<file path="config.mk">
export PLATFORM = sky130hd
export DESIGN_NAME = ahb_load_unit
export DESIGN_NICKNAME = d
export VERILOG_FILES = /design/src/rtl/ahb_load_unit.sv
export SDC_FILE = /design/constraint.sdc
export NUM_CORES = 1
export LEC_CHECK = 0
export BUFFER_PORTS_ARGS = -buffer_cell sky130_fd_sc_hd__clkbuf_2
export CORE_MARGIN = 1
export CORE_UTILIZATION = 29
export DETAILED_ROUTE_END_ITERATION = 6
export PLACE_DENSITY = 0.59
export RECOVER_POWER = 100
export SYNTH_ARGS = -nofsm -noshare
export SYNTH_HDL_FRONTEND = slang
export SYNTH_SLANG_ARGS = --single-unit
</file>
<file path="constraint.sdc">
create_clock -name clk -period 2.12 [get_ports clk]
set_clock_uncertainty 0.15 [all_clocks]
set_input_delay 0.424 -clock clk [delete_from_list [all_inputs] [get_ports clk]]
set_output_delay 0.424 -clock clk [all_outputs]
set_load 0.01 [all_outputs]
</file>
<file path="src/rtl/ahb_load_unit.sv">
// AHB-Lite master read engine for the core's load path.
// Runs one single-beat read per request, then extracts and extends the addressed
// byte, halfword or word. Misaligned or illegal requests skip the bus entirely.
module ahb_load_unit #(
  parameter int ADDR_W = 32,
  parameter int DATA_W = 32
) (
  input  logic              clk,
  input  logic              rst,
  input  logic              ld_req,
  input  logic [ADDR_W-1:0] ld_addr,
  input  logic [2:0]        ld_funct3,
  output logic              ld_busy,
  output logic              ld_valid,
  output logic [DATA_W-1:0] ld_data,
  output logic              ld_err,
  output logic [ADDR_W-1:0] haddr,
  output logic [1:0]        htrans,
  output logic              hwrite,
  output logic [2:0]        hsize,
  input  logic [DATA_W-1:0] hrdata,
  input  logic              hready,
  input  logic              hresp
);

  typedef enum logic [2:0] {
    IDLE,
    ADDR,
    DATA,
    RESP,
    ERR
  } state_t;

  state_t            state;
  state_t            next_state;
  logic [ADDR_W-1:0] addr_q;
  logic [2:0]        funct3_q;
  logic              req_bad;
  logic [DATA_W-1:0] byte_shift;
  logic [DATA_W-1:0] half_shift;
  logic [7:0]        byte_v;
  logic [15:0]       half_v;
  logic [DATA_W-1:0] ext_data;

  // Address-phase signals come straight from the latched request.
  assign haddr  = addr_q;
  assign hsize  = {1'b0, funct3_q[1:0]};
  assign hwrite = 1'b0;

  // Classify the incoming request: illegal funct3 or misaligned halfword/word.
  always_comb begin
    req_bad = 1'b0;
    if (ld_funct3 == 3'b011 || ld_funct3[2:1] == 2'b11)
      req_bad = 1'b1;
    else if (ld_funct3[1:0] == 2'b01 && ld_addr[0])
      req_bad = 1'b1;
    else if (ld_funct3 == 3'b010 && ld_addr[1:0] != 2'b00)
      req_bad = 1'b1;
  end

  // Pick the addressed lane out of the read data and sign/zero-extend it.
  always_comb begin
    byte_shift = hrdata >> {addr_q[1:0], 3'b000};
    half_shift = hrdata >> {addr_q[1], 4'b0000};
    byte_v     = byte_shift[7:0];
    half_v     = half_shift[15:0];
    case (funct3_q)
      3'b000:  ext_data = {{24{byte_v[7]}}, byte_v};
      3'b001:  ext_data = {{16{half_v[15]}}, half_v};
      3'b100:  ext_data = {24'd0, byte_v};
      3'b101:  ext_data = {16'd0, half_v};
      default: ext_data = hrdata;
    endcase
  end

  // State register.
  always_ff @(posedge clk) begin
    if (rst)
      state <= IDLE;
    else
      state <= next_state;
  end

  // Next-state logic and per-state bus/handshake outputs.
  always_comb begin
    next_state = state;
    htrans     = 2'b00;
    ld_busy    = 1'b0;
    ld_valid   = 1'b0;
    case (state)
      IDLE: begin
        if (ld_req)
          next_state = req_bad ? ERR : ADDR;
      end
      ADDR: begin
        htrans  = 2'b10;
        ld_busy = 1'b1;
        if (hready)
          next_state = DATA;
      end
      DATA: begin
        ld_busy = 1'b1;
        if (hready)
          next_state = RESP;
      end
      ERR: begin
        ld_busy    = 1'b1;
        next_state = RESP;
      end
      RESP: begin
        ld_valid   = 1'b1;
        next_state = IDLE;
      end
      default: next_state = IDLE;
    endcase
  end

  // Request latch and result capture; results hold until the next completion.
  always_ff @(posedge clk) begin
    if (rst) begin
      addr_q   <= '0;
      funct3_q <= 3'b000;
      ld_data  <= '0;
      ld_err   <= 1'b0;
    end else begin
      if (state == IDLE && ld_req) begin
        addr_q   <= ld_addr;
        funct3_q <= ld_funct3;
      end
      if (state == DATA && hready) begin
        ld_err  <= hresp;
        ld_data <= hresp ? '0 : ext_data;
      end
      if (state == ERR) begin
        ld_err  <= 1'b1;
        ld_data <= '0;
      end
    end
  end

endmodule
</file>
==> metrics <==
leakage power 1.63 nW; worst-case setup margin in the final layout 0.111 ns; sequential share of the synthesized area 47.0%; pin count of the biggest net entering global routing 42; CTS sink count 71; Cell Rows 36; P_int 2.20 mW; DRT antenna net count 0; final hold vios 0; Logic pwr share 19.1%; VDD IR max approximately 340 µV; width of the die 104 µm; synthesis-stage register bit count 71; Post-Place Worst Slack 0.194 ns; Sequential Area around 1400 µm²; First-pass DRT Iterations 4; min-delay src ld_addr[16]; Setup TNS 0 ns; Post-synth EDFFs 0; root buffer cell clkbuf_8; Arr. time, crit path 1.43 ns; CP Launch Type flop; Inserted Diodes 0; Core ar. 9950 µm²; Crit. End Element output port; Slew HR between 50 and 60%; antenna violations before repair 0; total congestion overflow 0; Critical path origin state[1]$_SDFFE_PP0P_; Sw Share 30.0%; Layout area overhead 29.8%; Starting Density just over 30%; I/O pin count between 100 and 150; Req. time, crit path 1.55 ns; Critical R2R Launch state[2]$_SDFFE_PP0P_; cts bufs inserted 9; DRC Markers 0; cts-stage hold buffer count 0; sequential share of power 46.8%; slew of the pin with the lowest slew margin roughly 0.67 ns; Clock Path Buffers 2; gpl congestion 0.822; Finished Core Util 39.4%; Crit-path slowest cell dfxtp_2; commonest non-fill, non-tap cell in the layout nand2_1; Die H 104 µm; post-DR wirelength/cell ~13 µm; Min-Delay Path Class input pin to flop; clk_lat worst skew 0.33 ns; Nets 548; CTS resizes 1; # port buffers 141; multi-input logic area roughly 1400 µm²; layout cells sized above 1 ~24%; CP max FO 7; critical-path cell list or2b_1 -> and2_1 -> o21ai_0 -> clkbuf_2; Max-cap violations 0; # H-tree levels 3; CTS tree done; Post-synth ARST share 0%; critical path type flop to output port; Synth Area per Inst 8.90 µm²; Yosys cell types 40; Primary FF master, synth dfxtp_1; Final Slew Violations 0; CTS clock-pin slew for the worst setup and hold paths about 0.080 ns; unrepaired setup endpoints after global routing false; Final Setup Violations 0; DRT iter0 DRCs 122; switching pwr 0.946 mW; area of placed instances 3850 µm²; mapped cell area 3030 µm²; die area 10,800 µm²; CP peak stage delay 0.37 ns; outcome completed; post-CTS setup buffers 0; vias in the first global route 2,681; vias 2,929; Yosys Warn Count 0; power per cell area 802 nW/µm²; period utilization 94.8%; fin crit period 2.01 ns; commonest non-fill, non-tap cells in the layout 78 x nand2_1, 77 x clkbuf_2, 69 x clkbuf_1, 69 x dfxtp_1, 39 x a21oi_1; final wirelength 8.20 mm; first-pass GRT wire length 13.2 mm; synthesized netlist cell count 340; clock share of power 34.1%; Global Route Usage Sum 15.0%; Max Clk Rate between 0.4 and 0.5 GHz; fillers around 1.1k; post-DP HPWL 6.10 mm; post-route cell area 3930 µm²; via/cell ratio 4.77
[cell families (layout without fill, tap and decap cells)]
| family | count (synthesis) | after routing | share of synthesized area [%] |
|---|---|---|---|
| flops | 71 | 71 | 47.0 |
| compound gates | 97 | 97 | 24.0 |
| simple gates | 122 | 122 | 18.9 |
| other cells | 1 | 3 | 0.124 |
| mux | 10 | 10 | 3.68 |
| buf+inv | 39 | 178 | 6.33 |
[power groups by stage]
stage,Combinational [mW],Clock (mW),Sequential [mW]
2_1_floorplan,0.364,0,1.53
3_3_place_gp,0.635,0,1.50
3_5_place_dp,0.641,0,1.51
4_1_cts,0.642,1.12,1.48
5_1_grt,0.662,1.18,1.49
6_report,0.600,1.07,1.48
[critical path, delay by kind of cell (launching register included)]
family	cells	cell delay, ns
and+or+nand+nor	2	0.42
DFF	1	0.37
buffers and inverters	1	0.16
AOI/OAI and AO/OA	1	0.15
[final cells by class]
| type | instances | area share [%] |
|---|---|---|
| Sequential cell | 71 | 36.3 |
| Multi-Input combinational cell | 232 | 35.9 |
| Timing Repair Buffer | 152 | 17.7 |
| Tap cell | 133 | 4.24 |
| Clock buffer | 10 | 3.25 |
| Clock inverter | 6 | 1.72 |
| Inverter | 10 | 0.956 |
[sequential cells by signal (all words and copies together), names as in the netlist]
name / count
ld_err: 1
funct3_q: 3
state: 3
haddr: 32
ld_data: 32
[layer usage]
metal | GRT usage [%] | share of wire [%] | vias up
met5 | 0 | 0 | -
met4 | 5.20 | 1.1 | 0
met3 | 4.64 | 7.2 | 6
met2 | 24.5 | 48 | 111
met1 | 18.5 | 44 | 1355
li1 | - | - | 1457
[worst paths after layout]
path | endpoint | slack [ns] | cells past startpoint
setup / recovery | ld_busy | 0.11 | 4
hold / removal | haddr[16]$_SDFFE_PP0P_ | 0.14 | 3
setup reg to reg | ld_data[25]$_SDFFE_PP0P_ | 0.18 | 5
hold reg to reg | haddr[26]$_SDFFE_PP0P_ | 0.31 | 2
[synth_stat cells, drive strengths merged (2+ instances only)]
| library cell | instances | area share (%) |
|---|---|---|
| nand2 | 78 | 9.7 |
| dfxtp | 71 | 47 |
| a21oi | 40 | 7.0 |
| nand2b | 20 | 4.1 |
| clkbuf | 17 | 2.1 |
| a22o | 16 | 4.6 |
| buf | 12 | 3.0 |
| inv | 10 | 1.2 |
| a21o | 9 | 2.2 |
| a221oi | 9 | 3.6 |
| mux2 | 9 | 3.3 |
| a222oi | 7 | 2.3 |
| o2bb2ai | 7 | 2.0 |
| nor2 | 6 | 0.74 |
| nor3 | 4 | 0.66 |
| nor3b | 3 | 0.74 |
| and3 | 2 | 0.41 |
| nand3b | 2 | 0.91 |
| nor2b | 2 | 0.41 |
| o21ai | 2 | 0.33 |
| o21bai | 2 | 0.50 |
[per-stage QoR]
stage                     hold WS, ns  std cells  power [mW]
after detailed placement        0.297        598        2.15
after floorplan                 0.326        342        1.89
after global placement          0.292        598        2.14
final                           0.141        614        3.15
after global routing            0.122        614        3.33
after CTS                       0.127        614        3.24
No activity file was read; power rests on OpenSTA's default activity.
